--- config.mk ---
export PLATFORM = sky130hd
export DESIGN_NAME = tod_counter_bcd
export DESIGN_NICKNAME = d
export VERILOG_FILES = /design/src/rtl/tod_counter_bcd.sv
export SDC_FILE = /design/constraint.sdc
export NUM_CORES = 1
export LEC_CHECK = 0
export CAP_MARGIN = 10
export CORE_MARGIN = 2
export CORE_UTILIZATION = 55
export DETAILED_ROUTE_END_ITERATION = 8
export PLACE_DENSITY_LB_ADDON = 0.2
export SYNTH_ARGS = -nofsm -noshare
export SYNTH_HDL_FRONTEND = slang
export SYNTH_SLANG_ARGS = --single-unit
export TNS_END_PERCENT = 50
--- constraint.sdc ---
create_clock -name clk -period 4.6 [get_ports clk]
set_input_delay 0.92 -clock clk [delete_from_list [all_inputs] [get_ports clk]]
set_output_delay 0.92 -clock clk [all_outputs]
set_load 0.1 [all_outputs]
--- src/rtl/tod_counter_bcd.sv ---
// Time-of-day counter for the wristwatch datapath.
// Keeps hh/mm/ss in binary 24 h form, advances on a 1 Hz strobe, supports a
// set mode with hour/minute stepping, and drives registered BCD digits in
// 12 h or 24 h format plus day-carry and alarm-match pulses.
// Digits and pulses trail the counter registers by one clock.
module tod_counter_bcd #(
    parameter logic [4:0] RESET_HH       = 5'd0,
    parameter logic [5:0] RESET_MM       = 6'd0,
    parameter logic [5:0] RESET_SS       = 6'd0,
    parameter bit         SET_CLEARS_SEC = 1'b1
) (
    input  logic       clk,
    input  logic       rst_n,
    input  logic       tick_1hz,
    input  logic       mode_12h,
    input  logic       set_mode,
    input  logic       set_hr_inc,
    input  logic       set_min_inc,
    input  logic       alarm_en,
    input  logic [4:0] alarm_hh,
    input  logic [5:0] alarm_mm,
    output logic [3:0] sec_ones,
    output logic [3:0] sec_tens,
    output logic [3:0] min_ones,
    output logic [3:0] min_tens,
    output logic [3:0] hr_ones,
    output logic [3:0] hr_tens,
    output logic       pm,
    output logic       day_pulse,
    output logic       alarm_hit
);

    // Binary 0-59 to two BCD digits {tens, ones} by compare/subtract.
    // The ones digit is always below 16, so subtracting (10*k mod 16) from the
    // low nibble gives the exact result without a full-width subtractor.
    function automatic logic [7:0] bin_to_bcd(input logic [5:0] v);
        logic [3:0] tens;
        logic [3:0] ones;
        if (v >= 6'd60) begin
            tens = 4'd0;
            ones = 4'd0;
        end else if (v >= 6'd50) begin
            tens = 4'd5;
            ones = v[3:0] - 4'd2;
        end else if (v >= 6'd40) begin
            tens = 4'd4;
            ones = v[3:0] - 4'd8;
        end else if (v >= 6'd30) begin
            tens = 4'd3;
            ones = v[3:0] - 4'd14;
        end else if (v >= 6'd20) begin
            tens = 4'd2;
            ones = v[3:0] - 4'd4;
        end else if (v >= 6'd10) begin
            tens = 4'd1;
            ones = v[3:0] - 4'd10;
        end else begin
            tens = 4'd0;
            ones = v[3:0];
        end
        return {tens, ones};
    endfunction

    // Displayed hour: identity in 24 h mode, 12/1..12/1..11 mapping in 12 h mode.
    function automatic logic [4:0] hour_disp(input logic [4:0] h, input logic m12);
        logic [4:0] d;
        if (!m12) begin
            d = h;
        end else if (h == 5'd0) begin
            d = 5'd12;
        end else if (h > 5'd12) begin
            d = h - 5'd12;
        end else begin
            d = h;
        end
        return d;
    endfunction

    // Out-of-range reset parameters fall back to zero so counters stay legal.
    localparam logic [4:0] RST_HH = (RESET_HH > 5'd23) ? 5'd0 : RESET_HH;
    localparam logic [5:0] RST_MM = (RESET_MM > 6'd59) ? 6'd0 : RESET_MM;
    localparam logic [5:0] RST_SS = (RESET_SS > 6'd59) ? 6'd0 : RESET_SS;
    localparam logic [7:0] RST_HR_BCD  = bin_to_bcd({1'b0, RST_HH});
    localparam logic [7:0] RST_MIN_BCD = bin_to_bcd(RST_MM);
    localparam logic [7:0] RST_SEC_BCD = bin_to_bcd(RST_SS);
    localparam logic       RST_PM      = (RST_HH >= 5'd12);

    logic [4:0] hh_r;
    logic [5:0] mm_r;
    logic [5:0] ss_r;
    logic [4:0] hh_nxt_s;
    logic [5:0] mm_nxt_s;
    logic [5:0] ss_nxt_s;
    logic       day_evt_s;
    logic       alarm_evt_s;
    logic       day_evt_r;
    logic       alarm_evt_r;
    logic [7:0] hr_bcd_s;
    logic [7:0] min_bcd_s;
    logic [7:0] sec_bcd_s;

    // Next-state: set-mode editing has priority over tick-driven counting.
    always_comb begin
        hh_nxt_s    = hh_r;
        mm_nxt_s    = mm_r;
        ss_nxt_s    = ss_r;
        day_evt_s   = 1'b0;
        alarm_evt_s = 1'b0;
        if (set_mode) begin
            if (set_min_inc) begin
                mm_nxt_s = (mm_r == 6'd59) ? 6'd0 : (mm_r + 6'd1);
            end else begin
                mm_nxt_s = mm_r;
            end
            if (set_hr_inc) begin
                hh_nxt_s = (hh_r == 5'd23) ? 5'd0 : (hh_r + 5'd1);
            end else begin
                hh_nxt_s = hh_r;
            end
            if (SET_CLEARS_SEC) begin
                ss_nxt_s = 6'd0;
            end else begin
                ss_nxt_s = ss_r;
            end
        end else if (tick_1hz) begin
            if (ss_r == 6'd59) begin
                ss_nxt_s = 6'd0;
                if (mm_r == 6'd59) begin
                    mm_nxt_s = 6'd0;
                    if (hh_r == 5'd23) begin
                        hh_nxt_s  = 5'd0;
                        day_evt_s = 1'b1;
                    end else begin
                        hh_nxt_s = hh_r + 5'd1;
                    end
                end else begin
                    mm_nxt_s = mm_r + 6'd1;
                end
                // Only a tick into ss=0 can match; alarm values above 23/59 never equal a legal count.
                alarm_evt_s = alarm_en && (hh_nxt_s == alarm_hh) && (mm_nxt_s == alarm_mm);
            end else begin
                ss_nxt_s = ss_r + 6'd1;
            end
        end else begin
            hh_nxt_s = hh_r;
        end
    end

    // Time counter registers.
    always_ff @(posedge clk or negedge rst_n) begin
        if (!rst_n) begin
            hh_r <= RST_HH;
            mm_r <= RST_MM;
            ss_r <= RST_SS;
        end else begin
            hh_r <= hh_nxt_s;
            mm_r <= mm_nxt_s;
            ss_r <= ss_nxt_s;
        end
    end

    // Event flags captured alongside the counter update, presented one clock later.
    always_ff @(posedge clk or negedge rst_n) begin
        if (!rst_n) begin
            day_evt_r   <= 1'b0;
            alarm_evt_r <= 1'b0;
        end else begin
            day_evt_r   <= day_evt_s;
            alarm_evt_r <= alarm_evt_s;
        end
    end

    // Display conversion of the current counter state.
    always_comb begin
        hr_bcd_s  = bin_to_bcd({1'b0, hour_disp(hh_r, mode_12h)});
        min_bcd_s = bin_to_bcd(mm_r);
        sec_bcd_s = bin_to_bcd(ss_r);
    end

    // Registered display digits and status pulses.
    always_ff @(posedge clk or negedge rst_n) begin
        if (!rst_n) begin
            hr_tens   <= RST_HR_BCD[7:4];
            hr_ones   <= RST_HR_BCD[3:0];
            min_tens  <= RST_MIN_BCD[7:4];
            min_ones  <= RST_MIN_BCD[3:0];
            sec_tens  <= RST_SEC_BCD[7:4];
            sec_ones  <= RST_SEC_BCD[3:0];
            pm        <= RST_PM;
            day_pulse <= 1'b0;
            alarm_hit <= 1'b0;
        end else begin
            hr_tens   <= hr_bcd_s[7:4];
            hr_ones   <= hr_bcd_s[3:0];
            min_tens  <= min_bcd_s[7:4];
            min_ones  <= min_bcd_s[3:0];
            sec_tens  <= sec_bcd_s[7:4];
            sec_ones  <= sec_bcd_s[3:0];
            pm        <= (hh_r >= 5'd12);
            day_pulse <= day_evt_r;
            alarm_hit <= alarm_evt_r;
        end
    end

endmodule

==> results list, run 1 <==
- The flow ran to the end, and the final reports show no timing, DRC or antenna violations.
- In the final layout, the share of cells above drive strength 1 is 0.05882.
- The first global-routing pass estimated about 11000 µm of wire.
* Cell count after placement: 455
- TritonCTS built the clock tree.
- The number of hold-slack violations in the final timing report is 0.
- Routed via count: 2710
- Clock transition at the registers of the reported paths: 0.08 ns
- The portion of synthesized area spent on multiplexers is 0.02333.
- Antenna diode instance count: 0
- Leakage power total: between 0.0015 and 0.002 µW
- Via count of the first global-routing pass: 2535
* Global route total overflow: 0
- Hold/Removal Path Class: reg2reg
* Post-Synth XOR/XNOR Area: 0.03684
- Post-route non-filler standard cell count: 463
* Area fraction in compound gates after synthesis: 0.2305
- Counting every sink on the clock net gives 42.
* Initial core utilization: 0.5620
- The max-slew violation count was 0.
- Number of nets with antenna violations after detailed routing: 0
- RSZ-0062 raised after global routing: no
- In this run the horizontal extent of the chip is 78.55 µm.
- Number of H-tree branching levels: 2
- Total routing usage reported by global routing: 0.2234
- Of the total synthesized cell area, the portion taken by full adders, half adders and majority gates is 0.1146.
- Clock Skews: 0.005045 ns
- After synthesis the cells add up to 3057 µm².
- Core Footprint: 5439 µm²
* Warnings, synthesis: 0
* Post-synthesis to final-layout area growth: 16.50%
- Post-CTS repair changed the size of 0 cells.
* Final core utilization: 0.6547
- Number of nets in the final layout: 437
* Maximum number of pins on one net before global-route repair: 43
* Maximum clock path buffer count: 2
* Upper clock frequency limit: 327.8 MHz
- WS Path Type: in2reg
* Aggregate negative setup slack: 0 ns
- For the pin with the worst max-slew slack, the measured transition is 1.009 ns.
- In this run, synthesis inferred 0 flip-flops with an integrated enable.
- Largest fanout on the critical path: 6
* Average vias per placed instance: 5.853
- Cell count after synthesis: 356
* Height of the die: 78.55 µm
- Post-CTS setup buffer count: 0
- Worst skew pair latency: between 0.2 and 0.3 ns
- At the worst endpoint, the arrival time is between 3 and 4 ns.
* Reported max-cap violation count: 0
- Routability-driven placement finished with a final weighted congestion of roughly 0.9.
- By area, the combinational part of the netlist is dominated by compound AO/OA/AOI/OAI gates.
* Final setup violation count: 0
- Maximum vdd drop: 0.5223 mV
- Die Footprint: 6170 µm²
* Number of antenna violations at the first check in global routing: 0
* Worst reg2reg path depth: 10
- Drt first pass iters: 4
- Summed over all nets, the half-perimeter wirelength after detailed placement is 4782 µm.
* Fraction of synthesis flops using an asynchronous set or reset pin: 1.000
* Routed wire per std cell: 13.96 µm
* Launching element type of the critical path: primary input
* Post-place instance area: 3466 µm²
* Count of distinct cell types in the synthesized netlist: 67
- Dominant register cell in the synthesized netlist: sky130_fd_sc_hd__dfrtp_1
* CTS Hold Buffers Added: 0
* First-iteration detailed-routing DRC count: ~220
- The share of the Yosys chip area taken by registers is 0.3438.
* Clock Root Buffer: sky130_fd_sc_hd__clkbuf_8
- Power spread over the standard cell area amounts to 629.9 nW/µm².
* Worst Hold Depth: 0
* Num rows: 27
* Fill cell instance count of the final layout: between 400 and 500
* Fraction of the cycle the final worst path needs: 0.6631
* Top-level I/O count: 46
- The finished cells cover 3561 µm².
- Number of I/O port buffers: 41
- CP endpoint kind: flip-flop
- Of the total synthesized cell area, the portion taken by AND, OR, NAND and NOR gates is 0.1907.
* Average cell area after synthesis: approximately 8.6 µm²
* CP Data Required Time: 4.82 ns
- After detailed routing, the number of remaining DRC violations is 0.
- Max-slew headroom: 0.3253
- Clock period minus worst slack: just over 3 ns
- Synthesis inferred 42 register bits.
- Final WL: between 6000 and 7000 µm
- Clock tree synthesis inserted a total of 5 buffers.
==> synth_stat cells (3+ instances only) <==
library cell / instances / area share
sky130_fd_sc_hd__clkbuf_1: 4 / 0.0049
sky130_fd_sc_hd__a31oi_1: 8 / 0.016
sky130_fd_sc_hd__a21o_1: 6 / 0.015
sky130_fd_sc_hd__ha_1: 28 / 0.11
sky130_fd_sc_hd__inv_2: 4 / 0.0049
sky130_fd_sc_hd__buf_2: 6 / 0.0098
sky130_fd_sc_hd__mux2i_1: 6 / 0.020
sky130_fd_sc_hd__xnor2_1: 7 / 0.020
sky130_fd_sc_hd__o211ai_1: 5 / 0.012
sky130_fd_sc_hd__and3_1: 4 / 0.0082
sky130_fd_sc_hd__buf_4: 5 / 0.012
sky130_fd_sc_hd__dfrtp_1: 42 / 0.34
sky130_fd_sc_hd__nand3_1: 23 / 0.038
sky130_fd_sc_hd__nor2_1: 20 / 0.025
sky130_fd_sc_hd__o21ai_0: 25 / 0.041
sky130_fd_sc_hd__nand2_1: 43 / 0.053
sky130_fd_sc_hd__or3_1: 3 / 0.0061
sky130_fd_sc_hd__and2_1: 5 / 0.010
sky130_fd_sc_hd__nor3_1: 6 / 0.0098
sky130_fd_sc_hd__inv_1: 18 / 0.022
sky130_fd_sc_hd__xor2_1: 4 / 0.011
sky130_fd_sc_hd__a21oi_1: 25 / 0.041
sky130_fd_sc_hd__nand4_1: 5 / 0.010
==> logic make-up (layout without fill, tap and decap cells) <==
family | count (synthesis) | after routing
other | 1 | 4
muxes | 7 | 7
AOI/OAI and AO/OA | 105 | 105
xor gates and xnor gates | 12 | 12
buffers and inverters | 39 | 71
DFF | 42 | 42
adders and majority gates | 28 | 28
and+or+nand+nor | 122 | 122
==> placed cells by master, fill, tap and decap left out, types with 7 or more instances in the layout <==
cell type,Yosys,routed
sky130_fd_sc_hd__dfrtp_1,42,42
sky130_fd_sc_hd__ha_1,28,28
sky130_fd_sc_hd__clkdlybuf4s50_1,0,40
sky130_fd_sc_hd__nor2_1,20,20
sky130_fd_sc_hd__a31oi_1,8,8
sky130_fd_sc_hd__nand2_1,43,43
sky130_fd_sc_hd__nand3_1,23,23
sky130_fd_sc_hd__xnor2_1,7,7
sky130_fd_sc_hd__inv_1,18,18
sky130_fd_sc_hd__o21ai_0,25,25
sky130_fd_sc_hd__a21oi_1,25,25
==> area by class of cell <==
cell class	instances	area, µm²	share of cell area
timing repair buffer	41	405.4	0.1138
clock buffer	6	82.58	0.02319
inverter	22	82.58	0.02319
tap	72	90.09	0.02530
sequential	42	1051	0.2952
clock inverter	2	12.51	0.003514
multi-input combinational	278	1837	0.5158
==> worst max-delay path, stage by stage <==
cell and delay, ns:
sky130_fd_sc_hd__clkdlybuf4s50_1 0.51, sky130_fd_sc_hd__and2_2 0.25, sky130_fd_sc_hd__o22ai_1 0.27, sky130_fd_sc_hd__nand2_1 0.20, sky130_fd_sc_hd__inv_1 0.14, sky130_fd_sc_hd__ha_1 0.15
sky130_fd_sc_hd__inv_1 0.04, sky130_fd_sc_hd__o21ai_0 0.33, sky130_fd_sc_hd__mux2i_1 0.16, sky130_fd_sc_hd__o22ai_2 0.19, sky130_fd_sc_hd__xnor2_1 0.14
==> flip-flops by register name (all words and copies together) (netlist names), 2 cells and up <==
| name | cells |
|---|---|
| mm_r | 6 |
| ss_r | 6 |
| hh_r | 5 |
| hr_ones | 4 |
| min_ones | 4 |
| sec_ones | 4 |
| min_tens | 3 |
| sec_tens | 3 |
| hr_tens | 2 |
==> routing by layer <==
metal	share of wire	global-route usage	vias up
li1	-	-	1344
met1	0.47	0.2926	1276
met2	0.48	0.3744	81
met3	0.041	0.03218	9
met4	0.012	0.08246	0
met5	0	0	-
==> metrics by stage <==
| step | worst slack [ns] | power, µW | hold slack [ns] |
|---|---|---|---|
| 6_report | 1.550 | 2243 | 0.3554 |
| 5_1_grt | 1.317 | 2409 | 0.3606 |
| 4_1_cts | 1.594 | 2240 | 0.3544 |
| 3_5_place_dp | 1.281 | 1983 | 0.3358 |
| 3_3_place_gp | 1.479 | 1954 | 0.3351 |
| 2_1_floorplan | 2.097 | 1708 | 0.3312 |
==> path summary, 6_finish.rpt <==
| path | from | end | slack, ns |
|---|---|---|---|
| setup / recovery | mode_12h | hr_ones[1] | 1.55 |
| hold / removal | alarm_evt_r | alarm_hit | 0.36 |
| setup reg to reg | hh_r[2] | hr_ones[3] | 1.80 |
| hold reg to reg | alarm_evt_r | alarm_hit | 0.36 |
| max in group asynchronous | rst_n | mm_r[1] | 3.25 |
| min in group asynchronous | rst_n | sec_ones[3] | 0.77 |
==> report_power, final <==
group          switching (µW)  internal [µW]  total, µW
combinational             927            472       1400
sequential                125            470        595
clock                     128            121        249
total                    1180           1060       2240
Power figures use the tool's default switching activity.
==> inputs of run 2 (changes only) <==
clock period = 3.1 ns   (was 4.6 ns; I/O delays follow)
==> results list, run 2 (synthesis results as in run 1) <==
- Cell-by-cell listing of the critical path: ha_1, nand2_1, a41o_2, a21oi_2, inv_2, ha_1, nand3_1, nand3_1, or4_1, o211ai_1 (was clkdlybuf4s50_1, and2_2, o22ai_1, nand2_1, inv_1, ha_1, inv_1, o21ai_0, mux2i_1, o22ai_2, xnor2_1)
* Fraction of the cycle the final worst path needs: 0.8887
- The worst hold path class is reg2reg (unchanged).
- RSZ-0062 raised after global routing: no (unchanged)
- The number of DRC violations after detailed-routing iteration 0 is 182 (was 218).
- Maximum clock path buffer count: 2 (unchanged)
* Number of H-tree branching levels: 2 (unchanged)
- The class of the most critical setup path was reg2reg (was in2reg).
- Average vias per placed instance: 5.983 (was 5.853)
- Post-route total power: 3283 µW (was 2243 µW)
* Final WL: 6872 µm (was 6464 µm)
- Routed wire per std cell: 14.78 µm (was 13.96 µm)
- The fraction of layout instances using a drive strength above 1 is 0.1221 (was 0.05882).
- Max Slew Vio Count: 0 (unchanged)
- CTS Hold Buffers Added: 0 (unchanged)
- Routed via count: 2782 (was 2710)
- Num rows: 27 (unchanged)
- The max-capacitance violation count was 0 (unchanged).
- The maximum clock skew at final layout came to 0.01192 ns (was 0.005045 ns).
* Number of I/O port buffers: 41 (unchanged)
- Drt first pass iters: 5 (was 4)
- The clock latency of the later-clocked register in the worst-skew pair is 0.29 ns (about the same).
* Final standard cell area without fillers: 3510 µm² (was 3561 µm²)
* Top-level I/O count: 46 (unchanged)
* Cell with the largest stage delay on the worst path: sky130_fd_sc_hd__dfrtp_1 (was sky130_fd_sc_hd__clkdlybuf4s50_1)
* Core Footprint: 5439 µm² (unchanged)
- The height of the chip was 78.55 µm (unchanged).
* Clock sink total: 42 (unchanged)
- Final Wtd Congestion: 0.8953 (was 0.9221)
- Floorplan die width: 78.55 µm (unchanged)
- Final setup violation count: 0 (unchanged)
* Final core utilization: 0.6453 (was 0.6547)
* Maximum vdd drop: 0.6502 mV (was 0.5223 mV)
- Number of antenna violations at the first check in global routing: 0 (unchanged)
* Initial core utilization: 0.5620 (unchanged)
- Most common library cell in the layout ignoring fill and taps: sky130_fd_sc_hd__nand2_1 (unchanged)
- The number of antenna-violating nets in the routed design is 0 (unchanged).
* TritonCTS clock tree: built (unchanged)
- The overall track demand over capacity in global routing is 0.2309 (was 0.2234).
- Remaining routing DRC violations: 0 (unchanged)
- Timing would allow up to 363.0 MHz.
* Clock Root Buffer: sky130_fd_sc_hd__clkbuf_8 (unchanged)
- The number of buffers created by CTS came to 5 (unchanged).
- Cell count after placement: 458 (was 455)
* CP endpoint kind: flip-flop (unchanged)
- The clock-pin slew reported for the worst setup and hold paths after clock tree synthesis is 0.08 ns (about the same).
* Final HPWL DP: 5081 µm (was 4782 µm)
- The leakage dissipation came to 0.001646 µW (was 0.001600 µW).
- Number of nets in the final layout: 440 (was 437)
- The maximum net fanout on the critical path came to 11 (was 6).
- The post-cts resize count came to 0 (unchanged).
- The number of antenna diodes is 0 (unchanged).
- Launching element type of the critical path: flip-flop (was primary input)
- The area enclosed by the die boundary came to 6170 µm² (unchanged).
- The overflow left after global routing was 0 (unchanged).
- Post-place instance area: 3431 µm² (was 3466 µm²)
- The non-filler instance count after layout is 465 (was 463).
* Worst Hold Depth: 0 (unchanged)
* Post-CTS setup buffer count: 0 (unchanged)
- The number of global-route vias before repair is 2520 (was 2535).
- Aggregate negative setup slack: 0 ns (unchanged)
* Post-synthesis to final-layout area growth: 14.82% (was 16.50%)
- Ratio of total power to cell area: 935.3 nW/µm² (was 629.9 nW/µm²)
- Most frequent cells in the layout: sky130_fd_sc_hd__nand2_1, sky130_fd_sc_hd__dfrtp_1, sky130_fd_sc_hd__ha_1 (was sky130_fd_sc_hd__nand2_1, sky130_fd_sc_hd__dfrtp_1, sky130_fd_sc_hd__clkdlybuf4s50_1).
- Registers with the highest flip-flop counts: mm_r: 6 flops, ss_r: 6 flops, hh_r: 5 flops (unchanged).
* Wire length of the first global-routing pass: 11570 µm (was 11330 µm)
* Max-slew headroom: 0.3676 (was 0.3253)
* Clock period minus worst slack: 2.755 ns
- Slew at the pin closest to its max-slew limit: 0.9486 ns (was 1.009 ns)
- Count of final hold-check violations: 0 (unchanged)
- The largest net degree at the start of global routing came to 43 (unchanged).
* Worst reg2reg path depth: 10 (unchanged)
* Critical path data arrival time: 2.97 ns (was 3.27 ns)
- CP Data Required Time: 3.32 ns (was 4.82 ns)
* CP peak stage delay: 0.57 ns (was 0.51 ns)
* Outcome: finished, final reports clean (unchanged)
==> run 2: cell count changes in the layout (fill, tap and decap cells not counted), sizes merged <==
cell / before / now
clkdlybuf4s50: 40 / 17
clkinvlp: 1 / 0
clkbuf: 6 / 5
buf: 1 / 27
clkinv: 1 / 2
==> run 2: routing by layer <==
metal  global-route usage  wire, µm
met1               0.2982      3015
met3              0.03448       359
met4              0.07544        75
met5                    0         0
met2               0.3957      3422
==> run 2: worst paths after layout <==
| check | startpoint | end | slack (ns) |
|---|---|---|---|
| max | hh_r[2] | hr_ones[3] | 0.35 |
| max reg2reg | hh_r[2] | hr_ones[3] | 0.35 |
| min reg2reg | alarm_evt_r | alarm_hit | 0.36 |
| max in group asynchronous | rst_n | ss_r[2] | 2.04 |
| min in group asynchronous | rst_n | hr_ones[1] | 0.48 |
| min | alarm_evt_r | alarm_hit | 0.36 |
==> run 2: area by class of cell <==
cell class / count / area (µm²)
Fill cell: 456 / 1929
Multi-Input combinational cell: 278 / 1837
Sequential cell: 42 / 1051
Timing Repair Buffer: 44 / 370.4
Tap cell: 72 / 90.09
Inverter: 22 / 82.58
Clock buffer: 5 / 68.82
Clock inverter: 2 / 10.01
==> run 2: worst max-delay path, delay by kind of cell, from the launching register on <==
kind,cells,cell delay [ns]
and+or+nand+nor,4,0.81
AOI/OAI and AO/OA,3,0.67
DFF,1,0.57
adders and majority gates,2,0.53
buffers and inverters,1,0.11
==> run 2: power by group <==
part	switching, µW	internal (µW)	leakage, µW
Combinational	1390	686	0.00106
Sequential	179	698	0.000541
Clock	179	151	0.0000438
Total	1750	1540	0.00165
==> run 2: per-stage QoR <==
stage                     hold slack [ns]  setup slack (ns)
final                              0.3606            0.3451
after global routing               0.3830            0.1306
after CTS                          0.3744            0.3510
after detailed placement           0.3541            0.1498
after global placement             0.3335            0.2773
after floorplan                    0.3244            0.7385
